--- src/rtl/split_pkg.sv ---
// Shared types and width helpers for the streaming split-constraint evaluator.
package split_pkg;

    typedef enum logic [1:0] {MODE_TRUE, MODE_LE, MODE_GE, MODE_EQ} split_mode_e;
    typedef enum logic [1:0] {IDLE, ACCUM, EVAL, OUT} split_state_e;

    function automatic int idx_w_f(input int num_vars);
        return (num_vars > 1) ? $clog2(num_vars) : 1;
    endfunction

    // One extra bit on top of product + growth keeps the signed sum exact.
    function automatic int acc_w_f(input int num_vars, input int var_w, input int coef_w);
        return var_w + coef_w + $clog2(num_vars) + 1;
    endfunction

endpackage

--- src/rtl/split_mac_acc.sv ---
// Signed multiply-accumulate: clr restarts the sum, en adds coef*value in full width.
module split_mac_acc
    import split_pkg::*;
#(
    parameter int VAR_W  = 8,
    parameter int COEF_W = 4,
    parameter int ACC_W  = 19
) (
    input  logic                     clk,
    input  logic                     rst_n,
    input  logic                     clr,
    input  logic                     en,
    input  logic signed [COEF_W-1:0] coef,
    input  logic        [VAR_W-1:0]  value,
    output logic signed [ACC_W-1:0]  acc
);

    logic signed [ACC_W-1:0] coef_x;
    logic signed [ACC_W-1:0] value_x;
    logic signed [ACC_W-1:0] prod;

    assign coef_x  = ACC_W'(coef);
    assign value_x = signed'({{(ACC_W-VAR_W){1'b0}}, value});
    assign prod    = coef_x * value_x;

    always_ff @(posedge clk or negedge rst_n) begin
        if (!rst_n) acc <= '0;
        else        acc <= (clr ? '0 : acc) + (en ? prod : '0);
    end

endmodule

--- src/rtl/split_eval_stream.sv ---
// Serial split-constraint evaluator: accumulates sum(coef*var) per frame and
// reports the relation against a bound, with a malformed-frame flag.
module split_eval_stream
    import split_pkg::*;
#(
    parameter  int NUM_VARS = 40,
    parameter  int VAR_W    = 8,
    parameter  int COEF_W   = 4,
    localparam int IDX_W    = idx_w_f(NUM_VARS),
    localparam int ACC_W    = acc_w_f(NUM_VARS, VAR_W, COEF_W)
) (
    input  logic                     clk,
    input  logic                     rst_n,
    input  logic                     in_valid,
    output logic                     in_ready,
    input  logic        [IDX_W-1:0]  in_idx,
    input  logic        [VAR_W-1:0]  in_value,
    input  logic signed [COEF_W-1:0] in_coef,
    input  logic                     in_last,
    input  logic        [1:0]        cfg_mode,
    input  logic signed [ACC_W-1:0]  cfg_bound,
    output logic                     x,
    output logic                     err,
    output logic                     x_valid,
    input  logic                     x_ready
);

    split_state_e            state, state_nxt;
    split_mode_e             mode_q;
    logic signed [ACC_W-1:0] bound_q;
    logic signed [ACC_W-1:0] acc;
    logic [NUM_VARS-1:0]     seen_q, seen_base, idx_hot;
    logic                    err_acc_q, err_base, err_f;
    logic                    rdy_q, beat_fire, first_beat, bad_idx, good, cmp;

    // in_ready stays low until the first clock after reset release.
    assign in_ready   = rdy_q && (state == IDLE || state == ACCUM);
    assign x_valid    = (state == OUT);
    assign beat_fire  = in_valid && in_ready;
    assign first_beat = beat_fire && (state == IDLE);

    // A new frame starts from a clean bitmap and error flag.
    assign seen_base = (state == IDLE) ? '0 : seen_q;
    assign err_base  = (state == IDLE) ? 1'b0 : err_acc_q;
    assign bad_idx   = (32'(in_idx) >= NUM_VARS);
    assign good      = !bad_idx && !seen_base[in_idx];
    assign idx_hot   = NUM_VARS'(1) << in_idx;
    assign err_f     = err_acc_q || !(&seen_q);

    split_mac_acc #(.VAR_W(VAR_W), .COEF_W(COEF_W), .ACC_W(ACC_W)) u_mac (
        .clk   (clk),
        .rst_n (rst_n),
        .clr   (first_beat),
        .en    (beat_fire && good),
        .coef  (in_coef),
        .value (in_value),
        .acc   (acc)
    );

    always_comb begin
        cmp = 1'b1;
        case (mode_q)
            MODE_TRUE: cmp = 1'b1;
            MODE_LE:   cmp = (acc <= bound_q);
            MODE_GE:   cmp = (acc >= bound_q);
            MODE_EQ:   cmp = (acc == bound_q);
            default:   cmp = 1'b1;
        endcase
    end

    always_comb begin
        state_nxt = state;
        case (state)
            IDLE:    if (beat_fire) state_nxt = in_last ? EVAL : ACCUM;
            ACCUM:   if (beat_fire && in_last) state_nxt = EVAL;
            EVAL:    state_nxt = OUT;
            OUT:     if (x_ready) state_nxt = IDLE;
            default: state_nxt = IDLE;
        endcase
    end

    always_ff @(posedge clk or negedge rst_n) begin
        if (!rst_n) begin
            state     <= IDLE;
            rdy_q     <= 1'b0;
            mode_q    <= MODE_TRUE;
            bound_q   <= '0;
            seen_q    <= '0;
            err_acc_q <= 1'b0;
            x         <= 1'b0;
            err       <= 1'b0;
        end else begin
            state <= state_nxt;
            rdy_q <= 1'b1;
            if (first_beat) begin
                mode_q  <= split_mode_e'(cfg_mode);
                bound_q <= cfg_bound;
            end
            if (beat_fire) begin
                seen_q    <= seen_base | (good ? idx_hot : '0);
                err_acc_q <= err_base | !good;
            end
            if (state == EVAL) begin
                err <= err_f;
                x   <= !err_f && cmp;
            end
        end
    end

endmodule

--- config.mk ---
export PLATFORM = sky130hd
export DESIGN_NAME = split_eval_stream
export DESIGN_NICKNAME = d
export VERILOG_FILES = /design/src/rtl/split_pkg.sv /design/src/rtl/split_mac_acc.sv /design/src/rtl/split_eval_stream.sv
export SDC_FILE = /design/constraint.sdc
export NUM_CORES = 1
export LEC_CHECK = 0
export BUFFER_PORTS_ARGS = -buffer_cell sky130_fd_sc_hd__buf_4
export CORE_UTILIZATION = 50
export DETAILED_ROUTE_END_ITERATION = 6
export HOLD_SLACK_MARGIN = 0.12
export PLACE_DENSITY = 0.68
export SYNTH_ARGS = -nofsm -noshare
export SYNTH_HDL_FRONTEND = slang
export SYNTH_SLANG_ARGS = --single-unit
--- constraint.sdc ---
create_clock -name clk -period 13.2 [get_ports clk]
set_input_delay 0.66 -clock clk [delete_from_list [all_inputs] [get_ports clk]]
set_output_delay 0.66 -clock clk [all_outputs]
set_load 0.02 [all_outputs]
# Word-level counts from Yosys, hierarchy flattened
# Cells that the tools add are included.
[word_totals] out_inout_bits=4 elab_cells=59 reg_bits=86 input_bits=44
[classes] n_shift=1 bitwise_logic=2 n_reduce_logical=18 eq_ne=10 n_addsub=1 muxes=13 mul=1 magnitude_cmp=4
[op_table] op="2-to-1 mux 40 bit" n=2
[op_table] op="OR 40 bit" n=1
[op_table] op="AND reduction 40 bit" n=1
[op_table] op="<< shifter 1 x 6 -> 40 bit (first input constant)" n=1
[op_table] op="2-to-1 mux 19 bit" n=2
[op_table] op="adder 19 bit" n=1
[op_table] op="equality test 19 bit" n=1
[op_table] op="greater-or-equal comparator 19 bit" n=1
[op_table] op="less-or-equal comparator 19 bit" n=1
[op_table] op="multiplier 4 x 9 -> 13 bit" n=1
[op_table] op="equality test 2 bit (second input constant)" n=4
[op_table] op="2-to-1 mux 2 bit" n=4
[op_table] op="case mux 2 bit (4 select lines)" n=1
[op_table] op="logical AND 1 bit" n=7
[op_table] op="< comparator 6 x 7 -> 1 bit (second input constant)" n=1
[op_table] op="binary-select mux 1 bit (select 6 bit)" n=1
[op_table] op="greater-or-equal comparator 6 bit (second input constant)" n=1
[op_table] op="zero test 1 bit" n=5
[op_table] op="equality test 2 x 1 -> 1 bit (second input constant)" n=2
[op_table] op="zero test 2 bit" n=2
[op_table] op="!= test 2 x 1 -> 1 bit (second input constant)" n=2
[op_table] op="case mux 1 bit (4 select lines)" n=1
[op_table] op="AND reduction 3 bit" n=1
[op_table] op="logical OR 1 bit" n=2
[op_table] op="other kinds (3)" n=4

# Logic depth before layout (Yosys ltp)
[depth] word_depth=9 ltp_mapped=25 mapped_depth_nobuf=25

# Modules after synthesis
# From an unflattened synthesis, not the netlist that was laid out.
[hier_totals] hier_cells=606 hier_area_um2=6165.9
[modules_own_cells] module="split_eval_stream" seq_area_each_um2=1676.6 cells_per_inst=331 instances=1 area_each_um2=3681.0
[modules_own_cells] module="split_mac_acc" seq_area_each_um2=475.5 cells_per_inst=275 instances=1 area_each_um2=2484.9

# Worst setup path after synthesis
# OpenSTA, ideal clock, no wires.
[synth_timing] kind="input to register" from="in in_value[0]" to="reg u_mac.acc[18]" arrival_time_ns=5.887 stages=23 required_ns=13.066 path_buffers=0 setup_slack_ns=7.179 setup_time_ns=0.134 cell_sequence="nand2b_1 fa_1 fa_1 fa_1 inv_1 ha_1 fa_1 a21o_1 a21o_1 a21o_1 a21oi_1 xnor2_1 nor2_1 ha_1 nand3_1 nand3b_1 nand3_1 nor2b_1 or4b_4 a41oi_4 nor3_1 a2111oi_2 o31ai_2"
[synth_between] elab_chain_len=3
[synth_lines] item="from (decl)" line_no="split_eval_stream.sv:17" rtl="input logic [VAR_W-1:0] in_value,"
[synth_lines] item="multiplier 4 x 9 -> 13 bit" line_no="split_mac_acc.sv:24" rtl="assign prod = coef_x * value_x;"
[synth_lines] item="2-to-1 mux 19 bit" line_no="split_mac_acc.sv:28" rtl="else acc <= (clr ? '0 : acc) + (en ? prod : '0);"
[synth_lines] item="adder 19 bit" line_no="split_mac_acc.sv:28"
[synth_lines] item="to (signal assigned)" line_no="split_mac_acc.sv:28"
[synth_lines] item="to (decl)" line_no="split_mac_acc.sv:15" rtl="output logic signed [ACC_W-1:0] acc"
# Every way passes these cells.
# A chain may end at the register's enable or synchronous reset.

# Final worst setup path
# Ends and elaborated chain as after synthesis.

==> results.yml <==
outcome:
  run_status: "finished clean"
power:
  power.total_mw: 1.17
  cellInternalPower_mw: 0.746
  power_frac_clock_pct: 24.0
  sw_frac_of_total_pct: 36.2
  power.leakage_nw: 3.39
  power.share.sequential_pct: 33.5
  net-switching-power_mw: 0.424
  power_frac_comb_pct: 42.5
  power-per-cell-area_mw_per_mm2: 166
  irDropWorstVdd_mv: 0.0828
yosys:
  ys_ff_latch: 86
  synth_cell_types: 62
  postSynthCellCount: 675
  postSynthAreaPerCell_um2: 9.26
  synth_warnings: 0
  synth_area_leaders: "sky130_fd_sc_hd__dfrtp_1, sky130_fd_sc_hd__ha_1, sky130_fd_sc_hd__o21ai_0, sky130_fd_sc_hd__fa_1, sky130_fd_sc_hd__nand2_1"
  synth-async-reset-ratio_pct: 100
  post-synth-top-count-cell: "sky130_fd_sc_hd__dfrtp_1"
  netlist.area_leader.share_pct: 34.4
  synth_top_cell_by_area: "sky130_fd_sc_hd__dfrtp_1"
  synth_edf_count: 0
  synth.yosys.seq_area_share_pct: 34.4
  ys_dominant_reg_cell: "sky130_fd_sc_hd__dfrtp_1"
  synth.net_count: 798
  synthTopCellsByCount: "sky130_fd_sc_hd__dfrtp_1, sky130_fd_sc_hd__nand2_1, sky130_fd_sc_hd__ha_1"
  post_synth_design_cell_area_mm2: 0.00625
timing:
  timing.final.ws_setup_ns: 7.03
  tightest_slew_ns: 1.01
  finClkSkew_ns: 0.00503
  setup_violations: 0
  hold_viol_final: 0
  timing.final.crit_share_pct: 46.8
  achievable-frequency_mhz: 162
  setup_repair_after_global_routing_missed_its_margin: "no"
  drv_slew: 0
  hold_slack_ns: 0.246
  slew_headroom_pct: 32.5
  tns_ns: 0
  layout_min_cycle_time_ns: 6.17
setup_path:
  critical_path.max_fanout: 5
  cp_slowest_cell: "sky130_fd_sc_hd__or4b_4"
  startpoint: "in_value[0]"
  cpPeakStageDelay_ns: 0.53
  worst_r2r_startpoint: "state[0]$_DFFE_PN0P_"
  worst_setup_path_end_kind: "flip-flop"
  worst-endpoint-arrival_ns: 6.37
  setup.worst_path.class: "in2reg"
  crit_path_frequent_cell: "sky130_fd_sc_hd__fa_1"
  setup.worst_path.start_class: "input port"
  timing.critical_path.cells: "buf_4 -> nand2b_1 -> fa_1 -> fa_1 -> fa_1 -> inv_1 -> ha_1 -> fa_1 -> a21o_1 -> a21o_1 -> a21o_1 -> a21oi_1 -> o21bai_1 -> a21oi_1 -> xor2_1 -> nor2_1 -> ha_1 -> o21ai_0 -> nor2b_1 -> or4b_4 -> a41oi_4 -> nor3_1 -> a2111oi_2 -> o31ai_2"
  timing.critical_path.required_ns: 13.40
  slack_of_the_worst_reg_to_reg_path_ns: 7.29
clock_network:
  clock_path_buffers: 2
  h-tree-depth: 3
  total_clock_buffers_created_by_cts: 9
  clk_sink_count: 86
  cts_hold_buf: 0
  post-cts-setup-buffers: 0
  tritoncts_clock_tree: "done"
  cts_repair_resize_count: 0
  skew_pair_late_insertion_delay_ns: 0.35
  worst_setup_hold_path_clk_slew_ns: 0.06
  cts_root_buffer: "sky130_fd_sc_hd__clkbuf_16"
grt:
  globalRouteOverflowTotal: 0
  first_global_vias: 5069
  grt_antenna_before_repair: 0
  grt_first_pass_wirelength_mm: 23.7
  use_met3_pct: 3.77
  grt_use_total_pct: 23.2
  grt_busiest_layer: "met2"
  globalRouteMet1Util_pct: 30.1
  largest_net_degree_at_the_start_of_global_routing: 53
  m2_gr_usage_pct: 39.4
drt:
  antenna_left: 0
  via_per_inst: 5.60
  firstDrtPassIters: 5
  finalWirelength_mm: 13.9
  wl_per_cell_um: 15.6
  first_iter_violations: 289
  route.vias.total: 4969
  post-route-drc-count: 0
placement:
  final_hpwl_from_detailed_placement_mm: 10.4
  io_buffer_count: 47
  globalplace.congestion: 0.889
  detailedPlace.worstSlack_ns: 6.67
layout:
  area_delta_synth_final_pct: 13.1
  finalCoreUtilization_pct: 58.3
  antenna_cells: 0
  final_nets: 837
  share_of_cells_above_drive_strength_1_pct: 13.9
floorplanning:
  top_level_ports: 48
  floorplan.die.width_um: 114
  height_of_the_die_um: 114
  fp.dieArea_mm2: 0.0129
  rows: 40
  floorplan.core_area_mm2: 0.0121
  starting_density_pct: 51.6
min_path:
  holdCritPathClass: "in2async"
job:
  count_of_maximum_capacitance_violations: 0
[stage by stage]
stage / std cells / area (µm²)
floorplan: 675 / 6250
global placement: 871 / 6730
detailed placement: 871 / 6730
CTS: 887 / 7070
global route: 887 / 7070
finish: 887 / 7070
[cell usage in the layout (no fill, tap or decap), types with 4 or more instances in the layout]
| cell type | netlist | final |
|---|---|---|
| sky130_fd_sc_hd__and2_1 | 20 | 20 |
| sky130_fd_sc_hd__clkbuf_16 | 0 | 9 |
| sky130_fd_sc_hd__mux2i_1 | 7 | 7 |
| sky130_fd_sc_hd__nor4_1 | 8 | 8 |
| sky130_fd_sc_hd__o21a_1 | 7 | 7 |
| sky130_fd_sc_hd__nand2b_1 | 10 | 10 |
| sky130_fd_sc_hd__xor2_1 | 4 | 4 |
| sky130_fd_sc_hd__nor3_1 | 11 | 11 |
| sky130_fd_sc_hd__nand3b_1 | 4 | 4 |
| sky130_fd_sc_hd__o21ai_0 | 59 | 59 |
| sky130_fd_sc_hd__nor2b_1 | 24 | 24 |
| sky130_fd_sc_hd__nand2_1 | 71 | 71 |
| sky130_fd_sc_hd__inv_1 | 45 | 45 |
| sky130_fd_sc_hd__a21o_1 | 12 | 12 |
| sky130_fd_sc_hd__nand4_1 | 12 | 12 |
| sky130_fd_sc_hd__mux2_2 | 22 | 22 |
| sky130_fd_sc_hd__a31oi_1 | 6 | 6 |
| sky130_fd_sc_hd__fa_1 | 14 | 14 |
| sky130_fd_sc_hd__a21oi_1 | 28 | 28 |
| sky130_fd_sc_hd__mux2_1 | 4 | 4 |
| sky130_fd_sc_hd__nand3_1 | 16 | 16 |
| sky130_fd_sc_hd__or3_1 | 4 | 4 |
| sky130_fd_sc_hd__o22ai_1 | 5 | 5 |
| sky130_fd_sc_hd__xnor2_1 | 19 | 19 |
| sky130_fd_sc_hd__buf_4 | 3 | 49 |
| sky130_fd_sc_hd__nor2_1 | 41 | 40 |
| sky130_fd_sc_hd__dfrtp_1 | 86 | 86 |
| sky130_fd_sc_hd__and3_1 | 7 | 7 |
| sky130_fd_sc_hd__ha_1 | 65 | 65 |
[registers in the layout (all words and copies together) (netlist names)]
| name | flops |
|---|---|
| state | 2 |
| seen_q | 40 |
| mode_q | 2 |
| x | 1 |
| u_mac.acc | 19 |
| rdy_q | 1 |
| bound_q | 19 |
| err_acc_q | 1 |
| err | 1 |
[path summary, 6_finish.rpt]
path                       cells past startpoint                      end
min reg2reg                                    1          err$_DFFE_PN0P_
max in group asynchronous                      2   seen_q[27]$_DFFE_PN0P_
max reg2reg                                   23  u_mac.acc[18]$_DFF_PN0_
max                                           24  u_mac.acc[18]$_DFF_PN0_
min in group clk                               1          err$_DFFE_PN0P_
min                                            1  bound_q[14]$_DFFE_PN0P_
[critical path, delay by kind of cell]
| family | cells | cell delay, ns |
|---|---|---|
| adders and majority gates | 6 | 2.48 |
| AOI/OAI and AO/OA | 10 | 1.75 |
| and+or+nand+nor | 5 | 1.16 |
| buffers and inverters | 2 | 0.16 |
| xor gates and xnor gates | 1 | 0.16 |
[routing by layer]
| metal | vias up | routed length (µm) |
|---|---|---|
| li1 | 2439 | - |
| met1 | 2422 | 6530 |
| met2 | 90 | 6650 |
| met3 | 18 | 463 |
| met4 | 0 | 225 |
| met5 | - | 0 |
[final cells by class]
type                    instances  area (µm²)
well taps                     168         210
inverters                      46         173
repair buffers                 49         368
clock inverters                 5        81.3
multi-input cells             522        3830
fillers                      1100        5040
clock buffers                  11         253
flip-flops and latches         86        2150
[logic make-up after synthesis]
family / Yosys count / share of synthesized area, %
buffers and inverters: 67 / 4.39
xor gates and xnor gates: 23 / 3.22
AOI/OAI and AO/OA: 142 / 14.2
DFF: 86 / 34.4
and+or+nand+nor: 242 / 19.8
other: 1 / 0.0600
adders and majority gates: 79 / 17.5
muxes: 35 / 6.41
[power groups by stage]
stage / logic, mW / clock network (mW) / registers [mW]
after CTS: 0.501 / 0.287 / 0.391
final: 0.497 / 0.281 / 0.391
after detailed placement: 0.497 / 0 / 0.396
after floorplan: 0.387 / 0 / 0.378
after global placement: 0.476 / 0 / 0.394
after global routing: 0.566 / 0.295 / 0.403
(Power assumes the default switching activity.)
